File: src/rtl/mem_arbiter.sv
// Two-port valid/ready arbiter in front of a single-port synchronous memory.
// Optional MEM_ARB_RR_EN selects round-robin tie-breaking instead of fixed priority.
module mem_arbiter #(
    parameter int AW = 8,
    parameter int DW = 32
) (
    input  logic          clk,
    input  logic          rst,
    input  logic          req0_valid,
    input  logic          req0_we,
    input  logic [AW-1:0] req0_addr,
    input  logic [DW-1:0] req0_wdata,
    output logic          req0_ready,
    output logic          req0_rvalid,
    output logic [DW-1:0] req0_rdata,
    input  logic          req1_valid,
    input  logic          req1_we,
    input  logic [AW-1:0] req1_addr,
    input  logic [DW-1:0] req1_wdata,
    output logic          req1_ready,
    output logic          req1_rvalid,
    output logic [DW-1:0] req1_rdata,
    output logic [AW-1:0] mem_address,
    output logic [DW-1:0] mem_data,
    output logic          mem_we,
    input  logic [DW-1:0] mem_data_out,
    output logic          busy
);

    typedef enum logic [1:0] {
        IDLE,
        ISSUE,
        WAIT,
        RESP
    } state_e;

    state_e        state_q, state_d;
    logic          port_q, port_d;
    logic          we_q, we_d;
    logic [AW-1:0] addr_q, addr_d;
    logic [DW-1:0] wdata_q, wdata_d;
    logic [DW-1:0] rdata0_q, rdata0_d;
    logic [DW-1:0] rdata1_q, rdata1_d;
    logic          grant1;
    logic          idle_ok;
    logic          accept;

`ifdef MEM_ARB_RR_EN
    logic last_q, last_d;
    // On a tie the port that did not win last time is served.
    assign grant1 = req1_valid & (~req0_valid | ~last_q);
`else
    assign grant1 = req1_valid & ~req0_valid;
`endif

    assign idle_ok     = (state_q == IDLE) & ~rst;
    assign req0_ready  = idle_ok & req0_valid & ~grant1;
    assign req1_ready  = idle_ok & grant1;
    assign accept      = req0_ready | req1_ready;

    assign mem_address = addr_q;
    assign mem_data    = wdata_q;
    assign mem_we      = (state_q == ISSUE) & we_q;
    assign busy        = (state_q != IDLE);
    assign req0_rvalid = (state_q == RESP) & ~port_q;
    assign req1_rvalid = (state_q == RESP) & port_q;
    assign req0_rdata  = rdata0_q;
    assign req1_rdata  = rdata1_q;

    always_comb begin
        state_d  = state_q;
        port_d   = port_q;
        we_d     = we_q;
        addr_d   = addr_q;
        wdata_d  = wdata_q;
        rdata0_d = rdata0_q;
        rdata1_d = rdata1_q;
`ifdef MEM_ARB_RR_EN
        last_d   = last_q;
`endif
        unique case (state_q)
            IDLE: begin
                if (accept) begin
                    state_d = ISSUE;
                    port_d  = grant1;
                    we_d    = grant1 ? req1_we    : req0_we;
                    addr_d  = grant1 ? req1_addr  : req0_addr;
                    wdata_d = grant1 ? req1_wdata : req0_wdata;
`ifdef MEM_ARB_RR_EN
                    last_d  = grant1;
`endif
                end
            end
            ISSUE: state_d = we_q ? IDLE : WAIT;
            WAIT: begin
                state_d = RESP;
                if (port_q) begin
                    rdata1_d = mem_data_out;
                end else begin
                    rdata0_d = mem_data_out;
                end
            end
            RESP: state_d = IDLE;
            default: state_d = IDLE;
        endcase
    end

    always_ff @(posedge clk) begin
        if (rst) begin
            state_q  <= IDLE;
            port_q   <= 1'b0;
            we_q     <= 1'b0;
            addr_q   <= '0;
            wdata_q  <= '0;
            rdata0_q <= '0;
            rdata1_q <= '0;
`ifdef MEM_ARB_RR_EN
            last_q   <= 1'b1;
`endif
        end else begin
            state_q  <= state_d;
            port_q   <= port_d;
            we_q     <= we_d;
            addr_q   <= addr_d;
            wdata_q  <= wdata_d;
            rdata0_q <= rdata0_d;
            rdata1_q <= rdata1_d;
`ifdef MEM_ARB_RR_EN
            last_q   <= last_d;
`endif
        end
    end

endmodule

File: config.mk
export PLATFORM = sky130hd
export DESIGN_NAME = mem_arbiter
export DESIGN_NICKNAME = d
export VERILOG_FILES = /design/src/rtl/mem_arbiter.sv
export SDC_FILE = /design/constraint.sdc
export NUM_CORES = 1
export LEC_CHECK = 0
export CAP_MARGIN = 20
export CORE_UTILIZATION = 23
export CTS_CLUSTER_SIZE = 16
export DETAILED_ROUTE_END_ITERATION = 7
export GPL_TIMING_DRIVEN = 0
export PLACE_DENSITY_LB_ADDON = 0.3
export SYNTH_ARGS = -nofsm -noshare
export SYNTH_HDL_FRONTEND = slang
export SYNTH_SLANG_ARGS = --single-unit
export TNS_END_PERCENT = 100
File: constraint.sdc
create_clock -name clk -period 3 [get_ports clk]
set_input_delay 0.45 -clock clk [delete_from_list [all_inputs] [get_ports clk]]
set_output_delay 0.45 -clock clk [all_outputs]
set_load 0.05 [all_outputs]
## Word level (Yosys, flattened, before mapping)

Index checks and enable logic that the tools add are counted.

- Output and inout bits: 110
- Register bits: 108
- Word-level logic and storage cells: 35

- Reductions and logical operators: 5
- Equal/unequal tests: 4
- Bitwise operators: 13
- Mux-type cells: 6

Operators by type and width:

| operator | number |
|---|---|
| two-way mux 32 bit | 1 |
| AND 1 bit | 8 |
| two-way mux 8 bit | 1 |
| one-hot mux 2 bit (4 select lines) | 1 |
| AND reduction 2 bit | 3 |
| equality test 2 bit (second input constant) | 2 |
| two-way mux 2 bit | 2 |
| inverter 1 bit | 4 |
| equality test 2 x 1 -> 1 bit (second input constant) | 1 |
| zero test 2 bit | 1 |
| != test 2 bit (second input constant) | 1 |
| nonzero test 2 bit | 1 |
| two-way mux 1 bit | 1 |
| OR 1 bit | 1 |

## Depth between registers and ports, before layout

- Word-level depth: 7
- Gate-level depth with buffers: 6
- Depth with buffers taken out: 3

## Worst setup path before layout

Ideal clock, no wire load.

- Path kind: register -> output
- From: register (tool-made name)
- To: output req1_ready
- Arrival: 2.035 ns
- Path buffers: 1
- Cell stages (with the launch flop): 5
- Slack: 0.515 ns
- Data required time: 2.550 ns
- Cell sequence: dfxtp_1 -> buf_4 -> nor2_1 -> inv_1 -> nor3_1

RTL lines:

| element | line | RTL |
|---|---|---|
| end: declaration | 20 | `output logic req1_ready,` |

## Worst setup path in the final report

- From: input rst
- To: output req0_ready

- Word-level cells in the longest chain between the ends: 4

Ends and longest elaborated chain:

| element | line | RTL |
|---|---|---|
| start: declaration | 8 | `input logic rst,` |
| inverter 1 bit | 56 | `assign idle_ok = (state_q == IDLE) & ~rst;` |
| AND 1 bit | 56 |  |
| AND 1 bit (2 in a row) | 57 | `assign req0_ready = idle_ok & req0_valid & ~grant1;` |
| end: declaration | 13 | `output logic req0_ready,` |

No other way between the ends.

==> run summary <==
WS Path Type - in -> out
Vias - 4265
Post-DRT Antenna Nets - 0
Worst setup SP type - input port
Slew Limit Fails - 0
Syn Nets - 612
Clk pin slew, worst setup/hold paths - 80 ps
Routability cong. - 0.728
CTS buffer count - 9
Post-synthesis sequential area ratio - 0.474
Core ar. - 19500 um^2
Min Tclk post-route - 2800 ps
Slew margin rel. - 0.532
Commonest register cell after synthesis - dfxtp_1
Worst vdd ir - 0.249 mV
Root Driver - clkbuf_16
Number of H-tree levels - 3
Asr flop ratio synth - 0
Max Clk Rate - 358 MHz
CP delay by family, top - buffers and inverters
Sw power - 1.25 mW
Global-route wire length before repair - 22500 um
# clock sinks - 108
PD cells - 516 nW/um^2
Reg2Reg Setup Slack - 1410 ps
IO Port Bufs - 227
RSZ-0062 raised after global routing - no
Initial antenna violation count - 0
Worst Skew - 11.1 ps
Worst path bufs/invs - 3
Slowest stage delay, CP - 530 ps
Final std cells w/o fill - 1002
Dpl hpwl - 10800 um
Critical path, cell by cell - clkdlybuf4s50_1, nor3_4, clkbuf_1, and2_1, dlygate4sd2_1
Area Growth Syn to Fin - 64.2%
Largest cells by area after synthesis - dfxtp_1 (47%), a21oi_1 (12%), a211oi_2 (11%)
Vias per inst - 4.26
Final Setup Violations - 0
Clock Tree Buf Depth - 2
Synth area leader - dfxtp_1
Grt total ovfl - 0
Synth Register Bits - 108
Synth Warn # - 0
Final WL - 14500 um
Layout cells sized above 1 - 0.121
Worst-Skew Late Latency - 350 ps
CP Data Required Time - 2550 ps
Mapped Cells - 494
Ant diodes - 0
Post-Syn Area - 4560 um^2
Internal cell power - 2.61 mW
Cells after DPL - 986
Unique masters post-synth - 25
Ports - 228
Cell Rows - 51
Die H - 143 um
Sw frac - 0.323
Slew @ Worst Pin - 701 ps
Die W - 143 um
Comb power frac - 0.263
Drt drc - 0
CTS tree - yes
Synth top area share - 0.474
Endpoints failing hold - 0
Tot GR Track Use - 0.143
Post-route cell area - 7480 um^2
Initial Util - 0.234
Final design utilization - 0.385
Post-synth EDFFs - 0
Cell type of the slowest stage on the worst timing path - dlygate4sd2_1
HP Class - reg -> reg
Die area - 20400 um^2
Placed Area - 7160 um^2
Clk pwr share - 0.332
Nets - 850
Critical path arrival - 2350 ps
Worst-path fanout max - 10
Initial DRC Count - 117
Outcome - complete, no violations
Largest net degree at the start of global routing - 21
First-pass detailed-route iteration total - 4
Lkg Pwr - 2.72 nW
Worst setup EP type - output pin
Vias in the first global route - 4255
Commonest cells in the netlist - nand2_1 (129), dfxtp_1 (108), a21oi_1 (107), mux2i_1 (41), a211oi_2 (40)
Setup bufs post-CTS - 0
Reg power frac - 0.404
Average cell area after synthesis - 9.23 um^2
Final period util - 0.932
WL per Instance - 14.4 um
Count leader, synth - nand2_1
Max_cap viols - 0
## flip-flops by register name, summed over array words and instances (netlist names), named ones only
name         flops
mem_address      8
mem_data        32
port_q           1
req0_rdata      32
req1_rdata      32
state_q          1
we_q             1
## what timing repair did
item	CTS	global route
gates resized for setup	1	1
setup endpoints to repair	1	1
hold buffers	0	0
cloned	0	0
## stage by stage
step | total power [mW] | hold WS, ps | setup WS (ps) | setup TNS, ps
after CTS | 3.93 | 457 | 9.58 | 0
after global placement | 2.62 | 440 | -84.2 | -84.2
after floorplan | 2.21 | 538 | 515 | 0
final | 3.86 | 454 | 203 | 0
after global routing | 4.04 | 472 | 43.0 | 0
after detailed placement | 2.62 | 446 | -78.4 | -78.4
## routing by layer
metal | track usage | routed length (um) | vias to the layer above | share of wire
li1 | - | - | 2171 | -
met1 | 0.168 | 6370 | 1933 | 0.44
met2 | 0.239 | 6530 | 146 | 0.45
met3 | 0.0540 | 1330 | 15 | 0.092
met4 | 0.0447 | 224 | 0 | 0.015
met5 | 0 | 0 | - | 0
## logic make-up (layout without fill, tap and decap cells)
kind of cell	Yosys count	count (layout)	share of synthesized area
buf+inv	49	292	0.0697
simple gates	147	147	0.136
mux	41	41	0.0900
compound gates	149	149	0.231
flops	108	108	0.474
## power by group through the flow
| stage | Combinational, mW | Sequential (mW) | Clock, mW |
|---|---|---|---|
| final | 1.02 | 1.56 | 1.28 |
| after global routing | 1.08 | 1.57 | 1.39 |
| after CTS | 1.03 | 1.56 | 1.34 |
| after detailed placement | 1.03 | 1.59 | 0 |
| after global placement | 1.02 | 1.59 | 0 |
| after floorplan | 0.342 | 1.86 | 0 |
## placed cells by master (no fill, tap or decap), types with 3 or more instances in the layout
| cell | count |
|---|---|
| clkbuf_1 | 17 |
| a21oi_1 | 107 |
| clkdlybuf4s50_1 | 225 |
| clkbuf_16 | 9 |
| dfxtp_1 | 108 |
| mux2i_1 | 41 |
| buf_12 | 4 |
| inv_8 | 3 |
| nor2_1 | 4 |
| nand2_1 | 129 |
| buf_6 | 5 |
| buf_2 | 19 |
| a211oi_2 | 40 |
## worst reg2reg max path, delay by kind of cell (launching register included)
| kind | cells | cell delay, ps |
|---|---|---|
| buffers and inverters | 1 | 440 |
| AO/OA/AOI/OAI | 2 | 360 |
| flip-flops | 1 | 350 |
| AND/OR/NAND/NOR | 1 | 370 |
## area by class of cell
cell class / count / area, um^2
Inverter: 2 / 7.51
Tap cell: 265 / 332
Sequential cell: 108 / 2160
Buffer: 47 / 310
Fill cell: 1970 / 12000
Clock buffer: 9 / 225
Clock inverter: 7 / 95.1
Timing Repair Buffer: 227 / 2270
Multi-Input combinational cell: 337 / 2080
## worst paths after layout
check	startpoint	to	cells after the start
setup / recovery	rst	req0_ready	5
hold / removal	req1_rdata[21]	req1_rdata[21]	2
setup reg to reg	flop	mem_data[17]	4
hold reg to reg	req1_rdata[21]	req1_rdata[21]	2
No activity file was read; power rests on OpenSTA's default activity.
